<file path="src/rtl/rssb_seq_if.sv">
`default_nettype none
// +----------------------------------------------------------------------------+
// | Module      : rssb_seq_if                                                  |
// | Description : Bundle of job handshake, result and CPU pin signals for the  |
// |               RSSB bit-serial sequencer.                                   |
// |   Job side  : in_valid/in_ready/in_a, abort                                |
// |   Result    : out_valid/out_ready/out_result/out_flag_mask                 |
// |   CPU side  : cpu_ph1/cpu_ph2/cpu_rst_n/cpu_ena/cpu_din (to CPU),          |
// |               cpu_result/cpu_flag (from CPU)                               |
// |   Modports  : slave  = sequencer view                                      |
// |               master = job source / result sink / CPU view                 |
// | Revision    : 1.0 - initial release                                        |
// +----------------------------------------------------------------------------+
interface rssb_seq_if #(
  parameter int WIDTH = 8
);
  logic             in_valid;
  logic             in_ready;
  logic [WIDTH-1:0] in_a;
  logic             abort;
  logic             out_valid;
  logic             out_ready;
  logic [WIDTH-1:0] out_result;
  logic [WIDTH-1:0] out_flag_mask;
  logic             cpu_ph1;
  logic             cpu_ph2;
  logic             cpu_rst_n;
  logic             cpu_ena;
  logic             cpu_din;
  logic             cpu_result;
  logic             cpu_flag;

  modport slave (
    input  in_valid, in_a, abort, out_ready, cpu_result, cpu_flag,
    output in_ready, out_valid, out_result, out_flag_mask,
           cpu_ph1, cpu_ph2, cpu_rst_n, cpu_ena, cpu_din
  );

  modport master (
    output in_valid, in_a, abort, out_ready, cpu_result, cpu_flag,
    input  in_ready, out_valid, out_result, out_flag_mask,
           cpu_ph1, cpu_ph2, cpu_rst_n, cpu_ena, cpu_din
  );
endinterface
`default_nettype wire

</file>
<file path="src/rtl/rssb_seq.sv">
`default_nettype none
// +----------------------------------------------------------------------------+
// | Module      : rssb_seq                                                     |
// | Description : Bit-serial job sequencer for the 1-bit RSSB CPU. Accepts an  |
// |               operand word, runs one CPU reset step, then streams the word |
// |               LSB-first (one bit per 4-cycle step) while collecting the    |
// |               per-step result and flag bits into output words.             |
// | Ports       : clk    - system clock, rising edge                           |
// |               rst_n  - asynchronous active-low reset                       |
// |               bus    - rssb_seq_if.slave (job, result and CPU pins)        |
// | Revision    : 1.0 - initial release                                        |
// +----------------------------------------------------------------------------+
module rssb_seq #(
  parameter int WIDTH = 8
) (
  input  wire logic   clk,
  input  wire logic   rst_n,
  rssb_seq_if.slave   bus
);

  localparam int                 c_idx_w = (WIDTH > 1) ? $clog2(WIDTH) : 1;
  localparam logic [c_idx_w-1:0] c_last  = c_idx_w'(WIDTH - 1);

  typedef enum logic [1:0] {
    S_IDLE = 2'd0,
    S_CLR  = 2'd1,
    S_RUN  = 2'd2,
    S_DONE = 2'd3
  } state_t;

  state_t               r_state, w_state_nxt;
  logic [1:0]           r_p, w_p_nxt;
  logic [c_idx_w-1:0]   r_idx, w_idx_nxt;
  logic [WIDTH-1:0]     r_a;
  logic [WIDTH-1:0]     r_result;
  logic [WIDTH-1:0]     r_mask;
  logic                 r_ph1, r_ph2, r_cpu_rst_n, r_ena, r_din;
  logic                 w_accept;
  logic                 w_sample;
  logic                 w_active_nxt;

  assign w_accept = (r_state == S_IDLE) && bus.in_valid;
  // Result bit of the current step is taken on the edge that ends p==3,
  // unless that same edge cancels the job.
  assign w_sample = (r_state == S_RUN) && (r_p == 2'd3) && !bus.abort;
  // Strobes run only while the CPU is being cleared or stepped.
  assign w_active_nxt = (w_state_nxt == S_CLR) || (w_state_nxt == S_RUN);

  // Next-state / phase / step-index decode. Phase is 0 unless advancing.
  always_comb begin
    w_state_nxt = r_state;
    w_p_nxt     = 2'd0;
    w_idx_nxt   = r_idx;
    case (r_state)
      S_IDLE: begin
        if (bus.in_valid) begin
          w_state_nxt = S_CLR;
          w_idx_nxt   = '0;
        end
      end
      S_CLR: begin
        if (bus.abort) begin
          w_state_nxt = S_IDLE;
        end else begin
          w_p_nxt = r_p + 2'd1;
          if (r_p == 2'd3) begin
            w_state_nxt = S_RUN;
            w_idx_nxt   = '0;
          end
        end
      end
      S_RUN: begin
        if (bus.abort) begin
          w_state_nxt = S_IDLE;
        end else begin
          w_p_nxt = r_p + 2'd1;
          if (r_p == 2'd3) begin
            // Last step leaves the index at WIDTH-1 rather than wrapping.
            if (r_idx == c_last) w_state_nxt = S_DONE;
            else                 w_idx_nxt   = r_idx + 1'b1;
          end
        end
      end
      S_DONE: begin
        if (bus.out_ready) w_state_nxt = S_IDLE;
      end
      default: w_state_nxt = S_IDLE;
    endcase
  end

  always_ff @(posedge clk or negedge rst_n) begin
    if (!rst_n) begin
      r_state <= S_IDLE;
      r_p     <= 2'd0;
      r_idx   <= '0;
    end else begin
      r_state <= w_state_nxt;
      r_p     <= w_p_nxt;
      r_idx   <= w_idx_nxt;
    end
  end

  // Datapath and CPU pins. Pins are registered from the next-state values so
  // they line up with the state/phase they belong to.
  always_ff @(posedge clk or negedge rst_n) begin
    if (!rst_n) begin
      r_a         <= '0;
      r_result    <= '0;
      r_mask      <= '0;
      r_ph1       <= 1'b0;
      r_ph2       <= 1'b0;
      r_cpu_rst_n <= 1'b1;
      r_ena       <= 1'b0;
      r_din       <= 1'b0;
    end else begin
      if (w_accept) begin
        r_a      <= bus.in_a;
        r_result <= '0;
        r_mask   <= '0;
      end else if (w_sample) begin
        r_result[r_idx] <= bus.cpu_result;
        r_mask[r_idx]   <= bus.cpu_flag;
      end
      r_ph1       <= w_active_nxt && (w_p_nxt == 2'd1);
      r_ph2       <= w_active_nxt && (w_p_nxt == 2'd2);
      r_cpu_rst_n <= (w_state_nxt != S_CLR);
      r_ena       <= (w_state_nxt == S_RUN);
      r_din       <= (w_state_nxt == S_RUN) ? r_a[w_idx_nxt] : 1'b0;
    end
  end

  assign bus.in_ready      = (r_state == S_IDLE);
  assign bus.out_valid     = (r_state == S_DONE);
  assign bus.out_result    = r_result;
  assign bus.out_flag_mask = r_mask;
  assign bus.cpu_ph1       = r_ph1;
  assign bus.cpu_ph2       = r_ph2;
  assign bus.cpu_rst_n     = r_cpu_rst_n;
  assign bus.cpu_ena       = r_ena;
  assign bus.cpu_din       = r_din;

endmodule
`default_nettype wire
</file>
<file path="src/flat_wrapper.sv">
// flat-port wrapper written by rule: the top's interface ports become plain ports
module rssb_seq_flat 
#(
  parameter int WIDTH = 8
)
  (clk, rst_n, bus_in_valid, bus_in_a, bus_abort, bus_out_ready, bus_cpu_result, bus_cpu_flag, bus_in_ready, bus_out_valid, bus_out_result, bus_out_flag_mask, bus_cpu_ph1, bus_cpu_ph2, bus_cpu_rst_n, bus_cpu_ena, bus_cpu_din);
  rssb_seq_if #(.WIDTH(WIDTH)) bus_i ();
  input  wire logic clk;
  input  wire logic rst_n;
  input wire logic [$bits(bus_i.in_valid)-1:0] bus_in_valid;
  input wire logic [$bits(bus_i.in_a)-1:0] bus_in_a;
  input wire logic [$bits(bus_i.abort)-1:0] bus_abort;
  input wire logic [$bits(bus_i.out_ready)-1:0] bus_out_ready;
  input wire logic [$bits(bus_i.cpu_result)-1:0] bus_cpu_result;
  input wire logic [$bits(bus_i.cpu_flag)-1:0] bus_cpu_flag;
  output wire logic [$bits(bus_i.in_ready)-1:0] bus_in_ready;
  output wire logic [$bits(bus_i.out_valid)-1:0] bus_out_valid;
  output wire logic [$bits(bus_i.out_result)-1:0] bus_out_result;
  output wire logic [$bits(bus_i.out_flag_mask)-1:0] bus_out_flag_mask;
  output wire logic [$bits(bus_i.cpu_ph1)-1:0] bus_cpu_ph1;
  output wire logic [$bits(bus_i.cpu_ph2)-1:0] bus_cpu_ph2;
  output wire logic [$bits(bus_i.cpu_rst_n)-1:0] bus_cpu_rst_n;
  output wire logic [$bits(bus_i.cpu_ena)-1:0] bus_cpu_ena;
  output wire logic [$bits(bus_i.cpu_din)-1:0] bus_cpu_din;
  assign bus_i.in_valid = bus_in_valid;
  assign bus_i.in_a = bus_in_a;
  assign bus_i.abort = bus_abort;
  assign bus_i.out_ready = bus_out_ready;
  assign bus_i.cpu_result = bus_cpu_result;
  assign bus_i.cpu_flag = bus_cpu_flag;
  assign bus_in_ready = bus_i.in_ready;
  assign bus_out_valid = bus_i.out_valid;
  assign bus_out_result = bus_i.out_result;
  assign bus_out_flag_mask = bus_i.out_flag_mask;
  assign bus_cpu_ph1 = bus_i.cpu_ph1;
  assign bus_cpu_ph2 = bus_i.cpu_ph2;
  assign bus_cpu_rst_n = bus_i.cpu_rst_n;
  assign bus_cpu_ena = bus_i.cpu_ena;
  assign bus_cpu_din = bus_i.cpu_din;
  rssb_seq #(.WIDTH(WIDTH)) u_core (.clk(clk), .rst_n(rst_n), .bus(bus_i));
endmodule
</file>
<file path="config.mk">
export PLATFORM = sky130hd
export DESIGN_NAME = rssb_seq_flat
export DESIGN_NICKNAME = d
export VERILOG_FILES = /design/src/rtl/rssb_seq_if.sv /design/src/rtl/rssb_seq.sv /design/src/flat_wrapper.sv
export SDC_FILE = /design/constraint.sdc
export NUM_CORES = 1
export LEC_CHECK = 0
export ABC_AREA = 1
export CORE_MARGIN = 1.5
export CORE_UTILIZATION = 50
export DETAILED_ROUTE_END_ITERATION = 7
export PLACE_DENSITY = 0.79
export SLEW_MARGIN = 20
export SYNTH_ARGS = -nofsm -noshare
export SYNTH_HDL_FRONTEND = slang
export SYNTH_SLANG_ARGS = --single-unit
</file>
<file path="constraint.sdc">
create_clock -name clk -period 2.3 [get_ports clk]
set_input_delay 0.345 -clock clk [delete_from_list [all_inputs] [get_ports clk]]
set_output_delay 0.345 -clock clk [all_outputs]
set_load 0.1 [all_outputs]
</file>
==> results.cfg <==
[sta]
hold_ws_ps = 405
setup_viol = 0
rsz0062_at_grt = no
clock_skew_ps = 4.82
fmax_mhz = 482
slew-limit-headroom = 0.713
worst_pin_slew_ps = 430
hold_violations = 0
maxSlewViolCount = 0
min_period_ps = 2080
period_share = 0.902
finalSetupTns_ps = 0

[drt]
routed_wl_um = 3540
drc = 0
top_layer = met4
wire_per_inst_um = 12.7
vias = 1439
drt_iter0_drc = 144
met1_length_um = 1570
ant_nets = 0
wl_met2_um = 1730
wl_met3_um = 169
dr.pass1.iters = 4
via_per_inst = 5.16

[floorplan]
dieArea_mm2 = 0.00389
die_x_um = 62.4
core_region_area_mm2 = 0.00336
pin_count = 38
start_util = 0.525
die_h_um = 62.4
placementRows = 21

[synth]
ys_ff_latch = 36
synth_cells = 190
yosysWarnings = 0
seq_area_frac_synth = 0.511
synth_area_leaders = dfrtp_1 50%, nand3_1 6.8%, ha_1 5.7%
synth_fp_nets = 213
avgSynthCellArea_um2 = 9.29
async_flop_share = 1.00
synth_cell_type_count = 30
yosys_most_used_dff = dfrtp_1
synth_top_area_cell = dfrtp_1
synth_edf_count = 0
synth_top_area_frac = 0.496
synth_area_mm2 = 0.00176

[critical_path]
crit_required_ps = 2570
critPathLaunchType = flip-flop
crit_top_cell = inv_1
crit_type = flip-flop to flip-flop
end_kind = flip-flop
cp.arrival_ps = 2340
critPathMaxStageDelay_ps = 460
crit_fanout = 5
path_cells = ha_4 > inv_1 > or2_2 > o22ai_1 > nand2_1 > o21ai_1 > inv_1 > ha_1 > nor3_1
cp_slowest_cell = dfrtp_1

[clock_network]
cts_tree = done
cts_root_buf = clkbuf_4
cts_buffer_depth = 2
postCtsSetupBuffers = 0
cts_inserted_buffers = 5
path_clk_slew_ps = 100
cts.sinks = 36
htreeDepth = 2
insertion_delay_ps = 340

[hold_path]
hp-class = primary input to async pin

[layout]
final_common_cell = dfrtp_1
final_nets = 256
area_growth_pct = 24.8
antennaDiodeCount = 0
drive_above_1_share = 0.262
mostFrequentLayoutCells = 35 x dfrtp_1, 26 x buf_4, 24 x nand3_1
n_fill_cell = 321

[power]
p_leak_nw = 1.06
powerDensity_mw_per_mm2 = 848
irDropWorstVdd_uv = 586

[grt]
globalRouteOverflowTotal = 0
grt_max_degree = 37
grt_usage = 0.198
grt_pass1_wl_um = 5990
antenna_found_initial = 0
first_global_vias = 1330

[job]
drv_cap = 0

[status]
status = finished, final reports clean

[placed_design]
io_buffers = 37
gp_congestion = 0.821
dp_hpwl_um = 2700
stage by stage:
step	utilization	std cells	setup WS [ps]	cell area (um2)	power (mW)
floorplan	-	190	2.08	1780	1.39
global placement	0.641	272	280	2160	1.55
detailed placement	0.641	272	192	2160	1.57
CTS	0.655	279	137	2200	1.89
global route	0.655	279	58.6	2200	1.99
finish	0.655	279	225	2200	1.87
sequential cells by signal (all words and copies together), names as in the netlist, 2 cells and up:
name                      flops
u_core.r_idx                  3
u_core.r_p                    2
u_core.r_state                2
u_core.bus.out_flag_mask      8
u_core.r_a                    8
u_core.bus.out_result         8
metal layers:
layer  GRT usage  vias up
met1       0.241      672
met4       0.108        0
met5           0        -
met3      0.0450        8
met2       0.327       38
li1            -      721
critical path, delay by kind of cell, from the launching register on:
kind            cells  cell delay (ps)
buf+inv             2              180
simple gates        3              560
fa+ha+maj           2              490
flops               1              460
compound gates      2              310
final timing paths:
| path | startpoint | endpoint | slack, ps | depth (start not counted) |
|---|---|---|---|---|
| min | rst_n | u_core.bus.out_result[1] | 410 | 2 |
| max reg2reg | u_core.r_state[0] | u_core.bus.cpu_ph2 | 220 | 9 |
| min reg2reg | u_core.r_p[0] | u_core.r_p[0] | 500 | 1 |
| max in group asynchronous | rst_n | u_core.bus.cpu_rst_n | 1560 | 2 |
| max | u_core.r_state[0] | u_core.bus.cpu_ph2 | 220 | 9 |
| min in group clk | u_core.r_p[0] | u_core.r_p[0] | 500 | 1 |
power breakdown:
group          switching [mW]  internal [mW]
Combinational           0.522          0.232
Sequential             0.0521          0.745
Clock                   0.204          0.113
cells in the mapped netlist, types with 2 or more instances:
library cell  count
a21oi_1           7
inv_2             4
nand4_1           8
nor2_2            2
nand3_1          24
nand2_2           7
nand2_4           4
buf_1             2
o21ai_0          18
inv_1            18
nand2_1          21
dfrtp_1          35
mux2_2            2
ha_1              8
nand3_2           4
nor2_1           12
cell families (layout without fill, tap and decap cells):
logic type / count (synthesis) / in the layout / synth area share
compound gates: 30 / 30 / 0.0901
fa+ha+maj: 8 / 8 / 0.0567
buf+inv: 26 / 69 / 0.0560
flops: 36 / 36 / 0.511
mux: 2 / 2 / 0.0128
simple gates: 88 / 88 / 0.273
layout make-up:
type | count | area (um2) | area share
clock inverters | 1 | 5.00 | 0.00227
flip-flops and latches | 36 | 902 | 0.410
inverters | 22 | 82.6 | 0.0375
well taps | 46 | 57.6 | 0.0261
clock buffers | 6 | 41.3 | 0.0188
repair buffers | 40 | 335 | 0.152
multi-input cells | 128 | 778 | 0.353
repair_timing:
item,in CTS,in global routing
endpoints found under the setup margin,0,1
resized for setup,0,1
hold buffers,0,0
Power figures use the tool's default switching activity.
